## config.mk

```make
export PLATFORM = sky130hd
export DESIGN_NAME = inst_loader
export DESIGN_NICKNAME = d
export VERILOG_FILES = /design/src/rtl/inst_loader.sv
export SDC_FILE = /design/constraint.sdc
export NUM_CORES = 1
export LEC_CHECK = 0
export CORE_UTILIZATION = 56
export DETAILED_ROUTE_END_ITERATION = 7
export PLACE_DENSITY = 0.95
export SKIP_LAST_GASP = 1
export SLEW_MARGIN = 10
export SYNTH_ARGS = -nofsm -noshare
export SYNTH_HDL_FRONTEND = slang
export SYNTH_SLANG_ARGS = --single-unit
```

## constraint.sdc

```tcl
create_clock -name Clk -period 4 [get_ports Clk]
set_clock_uncertainty 0.1 [all_clocks]
set_input_delay 0.6 -clock Clk [delete_from_list [all_inputs] [get_ports Clk]]
set_output_delay 0.6 -clock Clk [all_outputs]
set_load 0.02 [all_outputs]
```

## src/rtl/inst_loader.sv

```systemverilog
// Boot-time program loader: receives a length-prefixed byte stream and writes big-endian
// 32-bit words into instruction memory, holding the CPU in reset until the image is complete.
module inst_loader #(
  parameter logic [31:0] BASE_ADDR = 32'h0000_0000,
  parameter int unsigned DEPTH     = 64
) (
  input  logic        Clk,
  input  logic        Clrn,
  input  logic        Start,
  input  logic [7:0]  RxData,
  input  logic        RxValid,
  output logic        RxReady,
  output logic        MemWe,
  output logic [31:0] MemAddr,
  output logic [31:0] MemData,
  output logic        CpuClrn,
  output logic        Busy,
  output logic        Err,
  output logic [15:0] WordCnt
);

  localparam logic [15:0] DEPTH_W = 16'(DEPTH);

  typedef enum logic [2:0] {
    IDLE, LEN_HI, LEN_LO, DATA, WRITE, DONE, ERR
  } state_t;

  state_t      state;
  logic [15:0] n;
  logic [1:0]  idx;
  logic [23:0] word;

  logic        xfer;
  logic [15:0] len_next;
  logic [15:0] cnt_next;

  always_comb begin
    xfer     = RxValid && RxReady;
    len_next = {n[15:8], RxData};
    cnt_next = WordCnt + 16'd1;
  end

  always_ff @(posedge Clk or negedge Clrn) begin
    if (!Clrn) begin
      state   <= IDLE;
      RxReady <= 1'b0;
      MemWe   <= 1'b0;
      MemAddr <= BASE_ADDR;
      MemData <= '0;
      CpuClrn <= 1'b0;
      Busy    <= 1'b0;
      Err     <= 1'b0;
      WordCnt <= '0;
      n       <= '0;
      idx     <= '0;
      word    <= '0;
    end else begin
      case (state)
        IDLE, ERR: begin
          if (Start) begin
            state   <= LEN_HI;
            RxReady <= 1'b1;
            Busy    <= 1'b1;
            CpuClrn <= 1'b0;
            Err     <= 1'b0;
          end
        end
        LEN_HI: begin
          if (xfer) begin
            n[15:8] <= RxData;
            state   <= LEN_LO;
          end
        end
        LEN_LO: begin
          if (xfer) begin
            n <= len_next;
            if (len_next == '0) begin
              state   <= DONE;
              RxReady <= 1'b0;
            end else if (len_next > DEPTH_W) begin
              state   <= ERR;
              RxReady <= 1'b0;
              Busy    <= 1'b0;
              Err     <= 1'b1;
            end else begin
              state   <= DATA;
              idx     <= '0;
              WordCnt <= '0;
            end
          end
        end
        DATA: begin
          if (xfer) begin
            word <= {word[15:0], RxData};
            idx  <= idx + 2'd1;
            if (idx == 2'd3) begin
              state   <= WRITE;
              RxReady <= 1'b0;
              MemWe   <= 1'b1;
              MemData <= {word, RxData};
              MemAddr <= BASE_ADDR + {14'd0, WordCnt, 2'b00};
            end
          end
        end
        WRITE: begin
          MemWe   <= 1'b0;
          WordCnt <= cnt_next;
          if (cnt_next == n) begin
            state <= DONE;
          end else begin
            state   <= DATA;
            RxReady <= 1'b1;
          end
        end
        DONE: begin
          // Busy/CpuClrn settle one cycle after entry, so CpuClrn rises two edges after the last write byte.
          if (Start && !Busy) begin
            state   <= LEN_HI;
            RxReady <= 1'b1;
            Busy    <= 1'b1;
            CpuClrn <= 1'b0;
            Err     <= 1'b0;
            WordCnt <= '0;
          end else begin
            Busy    <= 1'b0;
            CpuClrn <= 1'b1;
          end
        end
        default: state <= IDLE;
      endcase
    end
  end

endmodule
```

## Yosys cells after proc, flatten, opt, wreduce, memory -nomap -nowiden

Cells that the tools add are included.

- Register bits after elaboration: 114
- Latch bits: 0
- RAM bits: 0
- Memory bits (read-only): 0
- Input port bits: 12
- Output and inout bits: 85
- Logic and storage cells: 106
- Memories kept: 0

- $add $sub $neg: 2
- Multiply operators: 0
- Div/mod/pow operators: 0
- Order comparisons: 1
- Equality and inequality tests: 19
- Shift operators: 0
- Muxes and demuxes: 46
- Bitwise operators: 1
- Reduce and logical (&&, ||, !) cells: 24

Operator list:

| operator | count |
|---|---|
| 16-bit two-way mux | 4 |
| 16-bit case mux with 3 select lines | 1 |
| 3-bit two-way mux | 9 |
| 2-bit inequality test (second input constant) | 10 |
| 1-bit two-way mux | 19 |
| 3-bit case mux with 6 select lines | 1 |
| 16-bit by 1-bit adder with 16-bit output (second input constant) | 1 |
| 16-bit == test | 1 |
| 16-bit by 7-bit greater-than comparator with 1-bit output (second input constant) | 1 |
| 16-bit zero test | 1 |
| 8-bit case mux with 2 select lines | 1 |
| 5-bit AND reduction | 3 |
| 6-bit AND reduction | 2 |
| 3-bit == test (second input constant) | 3 |
| 3-bit AND reduction | 3 |
| 2-bit two-way mux | 4 |
| 8-bit two-way mux | 1 |
| 8-bit AND reduction | 1 |
| 3-bit by 2-bit == test with 1-bit output (second input constant) | 2 |
| 1-bit case mux with 3 select lines | 2 |
| 2-bit AND reduction | 3 |
| 2-bit nonzero test | 3 |
| 3-bit nonzero test | 2 |
| 1-bit case mux with 5 select lines | 1 |
| 12 further kinds | 14 |

## Longest topological paths before layout

- Depth after elaboration: 5
- Depth in mapped cells: 8
- Gate-level depth less buffers: 7

## Worst setup path before layout

No wires, ideal clock.

- Kind: register to register
- Start: register WordCnt[8]
- End: register state[1]
- Library setup time: 126 ps
- Data arrival time: 2271 ps
- Data required time: 3774 ps
- Slack: 1503 ps
- Cell stages (with the launch flop): 8
- Buffers on the path: 1
- Clock period less this slack: 2497 ps
- Cell sequence: dfrtp_1 -> buf_2 -> nand4_2 -> or3_1 -> a211o_1 -> a2111oi_2 -> nand4b_1 -> a221o_1

- Cells in the longest elaborated chain, start to end: 4

RTL lines:

| item | RTL line | text |
|---|---|---|
| start: declaration | 19 | `output logic [15:0] WordCnt` |
| start signal: assignment | 107 | `WordCnt <= cnt_next;` |
| 16-bit by 1-bit adder with 16-bit output | 40 | `cnt_next = WordCnt + 16'd1;` |
| 16-bit == test | 108 | `if (cnt_next == n) begin` |
| 3-bit two-way mux | 108 |  |
| 3-bit case mux with 6 select lines | 58 | `case (state)` |
| end signal: assignment | 61 | `state <= LEN_HI;` |
| end signal: assignment | 109 | `state <= DONE;` |
| end signal: assignment | 111 | `state <= DATA;` |
| end: declaration | 28 | `state_t state;` |

Every way passes these cells.
A chain may end at the register's enable or synchronous reset.

## Final worst setup path

- Start: input RxData[1]
- End: register WordCnt[9]

- Cells in the longest elaborated chain, start to end: 3
- Elaborated cells between the ends (all ways): 5
- Classes of those cells: order compare (1); eq/ne (2); reduce/logical (2)

RTL lines:

| item | RTL line | text |
|---|---|---|
| start: declaration | 10 | `input logic [7:0] RxData,` |
| 16-bit by 7-bit greater-than comparator with 1-bit output or 16-bit zero test (tied branches) | 80, 77 |  |
| 2-bit inequality test (no line) | n/a |  |
| 5-bit AND reduction (no line) * | n/a |  |

Every way passes the cells marked *; elsewhere a longest branch is shown, timed or not.

==> out/results.ini <==
[grt]
antenna_found_initial = 0
first_global_vias = 4220
grt_pass1_wl_um = 22650
grt_usage_pct = 30.82
grt_max_degree = 80
overflow = 0

[sta]
slew_headroom_pct = 28.36
tightest_slew_ns = 1.072
maxSlewViolCount = 0
post-route-period-util_pct = 76.19
final-setup-viol-count = 0
fmax_ghz = 0.3281
whs_ns = 0.1329
layout_min_cycle_time_ns = 3.048
rsz0062_at_grt = no
setup_tns_ns = 0
hold_viol = 0

[finish]
num-nets-final = 528
layout-drive-gt1-share_pct = 25.62
antenna_cells = 0
area_growth_pct = 26.69
fill_cells = 521

[run]
cap_violations = 0

[synth]
synth.most_common_cell = dfrtp_1
synth_edf_count = 0
synth_cell_types = 53
synth_warnings = 0
ys_top_cells_by_area = dfrtp_1 (54%), mux2_2 (19%), o21ai_0 (2.9%)
syn_area_sq_um = 5264
ys_ff_latch = 114
syn_inst = 433
synth_common_cells = dfrtp_1 (114), mux2_2 (88), o21ai_0 (30)
synth_flop_cell = dfrtp_1
ys_seq_area_share_pct = 54.20
synth_top_cell_area_share_pct = 54.20
synth-async-reset-ratio_pct = 100.0
synth.avg_cell_area_sq_um = 12.16
synth_largest_area_cell = dfrtp_1

[worst_setup_path]
cp-start-kind = primary input
r2r_slack_ns = 0.97
critPathArrivalTime_ns = 3.37
cp_top_family = simple AND/OR/NAND/NOR gates
r2r-end = state[1]$_DFFE_PN0P_
r2r_cells = 7
max_stage_delay_ns = 0.61
cp.required_ns = 4.32
path_buf_inv = 1
crit_fanout = 16
startpoint = RxData[1]
r2r_start = WordCnt[0]$_DFFE_PN0P_
end_kind = flop
cp_slowest_cell = a21oi_2
cp_common_cell = or4_1
crit_chain = clkdlybuf4s50_1, or4_1, or4_1, nor3b_2, a21oi_2, o21ai_0, o31ai_1
crit_type = primary input to flop

[floorplan]
num_rows = 35
core_sq_um = 9153
initial_core_util_pct = 57.51
ios = 97
die-area_sq_um = 9791
die-height_um = 98.95
die_w_um = 98.95

[cts]
clock_path_buffers = 2
cts_sinks = 114
htree_levels = 4
cts_tree = built
holdBufCountCts = 0
clock_latency_ns = 0.53
clk_pin_slew_worst_paths_ns = 0.06
ctsRootBufferMaster = clkbuf_8
cts_resized = 0
post_cts_buffers = 0
cts_buffers = 17

[place]
gp_congestion = 0.8498
place.detailed.hpwl_um = 8146
io_buffer_count = 80

[routing]
num_vias = 4063
ant_nets = 0
drc = 0
wirelength_um = 14040
first_iter_violations = 435
wl_per_cell_um = 22.00
drt_first_pass_iters = 7
vias_per_cell = 6.368

[power]
power.leakage_nw = 2.988
p_per_area_nw_per_um2 = 779.4
ir_worst_vdd_v = 0.0004585

[status]
status = complete, no violations

[worst_hold_path]
hold_path_class = primary input to async pin

[worst max path at each step]
stage	to	slack, ns	cells past startpoint
floorplan	state[1]$_DFFE_PN0P_	1.50	7
global placement	WordCnt[12]$_DFFE_PN0P_	0.77	7
detailed placement	WordCnt[14]$_DFFE_PN0P_	0.63	7
CTS	WordCnt[6]$_DFFE_PN0P_	1.03	7
global route	WordCnt[14]$_DFFE_PN0P_	0.84	7
finish	WordCnt[9]$_DFFE_PN0P_	0.95	7
[report_power, final]
part / total [mW] / internal, mW / switching, mW
clock network: 1.48 / 0.909 / 0.567
registers: 2.01 / 1.53 / 0.479
logic: 1.71 / 0.832 / 0.883
total: 5.20 / 3.27 / 1.93
[state kept, by name (all words and copies together) (netlist names)]
| name | flops |
|---|---|
| n | 16 |
| idx | 2 |
| word | 24 |
| WordCnt | 16 |
| MemData | 32 |
| CpuClrn | 1 |
| state | 3 |
| Busy | 1 |
| MemWe | 1 |
| RxReady | 1 |
| Err | 1 |
| MemAddr | 16 |
[metrics by stage]
step / cell area, sq um / instances / utilization (%) / total power, mW / setup slack (ns)
after floorplan: 5320 / 448 / - / 2.937 / 1.503
after global placement: 6085 / 606 / 66.48 / 3.463 / 0.7660
after detailed placement: 6085 / 606 / 66.48 / 3.585 / 0.6320
after CTS: 6669 / 638 / 72.86 / 5.162 / 1.029
after global routing: 6669 / 638 / 72.86 / 5.402 / 0.8442
final: 6669 / 638 / 72.86 / 5.198 / 0.9524
[cells in the final DEF, fill, tap and decap left out, types with 8 or more instances in the layout]
cell / n
mux2_2: 88
nor2b_1: 8
nand2_1: 25
xor2_1: 11
xnor2_1: 12
clkbuf_16: 16
a21oi_1: 8
o21ai_0: 30
nor2_1: 13
dfrtp_1: 114
clkdlybuf4s50_1: 79
nand3_1: 10
conb_1: 16
[kinds of logic (layout without fill, tap and decap cells)]
logic type      Yosys count  in the layout  share of synthesized area [%]
compound gates           69             69                          8.533
xor+xnor                 23             23                          3.827
fa+ha+maj                 2              2                         0.4753
buf+inv                  40            119                          4.160
flops                   114            114                          54.20
mux                      90             90                          19.21
other cells               1             16                        0.07124
simple gates             94             94                          9.532
[final cells by class]
| class | instances | area, sq um | share of cell area (%) |
|---|---|---|---|
| Clock buffer | 18 | 427.9 | 6.417 |
| Clock inverter | 14 | 156.4 | 2.345 |
| Inverter | 3 | 11.26 | 0.1689 |
| Multi-Input combinational cell | 294 | 2253 | 33.79 |
| Sequential cell | 114 | 2853 | 42.78 |
| Tap cell | 111 | 138.9 | 2.083 |
| Timing Repair Buffer | 84 | 828.3 | 12.42 |
[routing by layer]
layer | part of all wire (%) | up-vias | GRT usage [%]
met4 | 4.9 | 0 | 18.71
met5 | 0 | - | 0
met1 | 38 | 2020 | 37.20
li1 | - | 1703 | -
met2 | 50 | 264 | 50.89
met3 | 6.7 | 76 | 6.667
(Power assumes the default switching activity.)
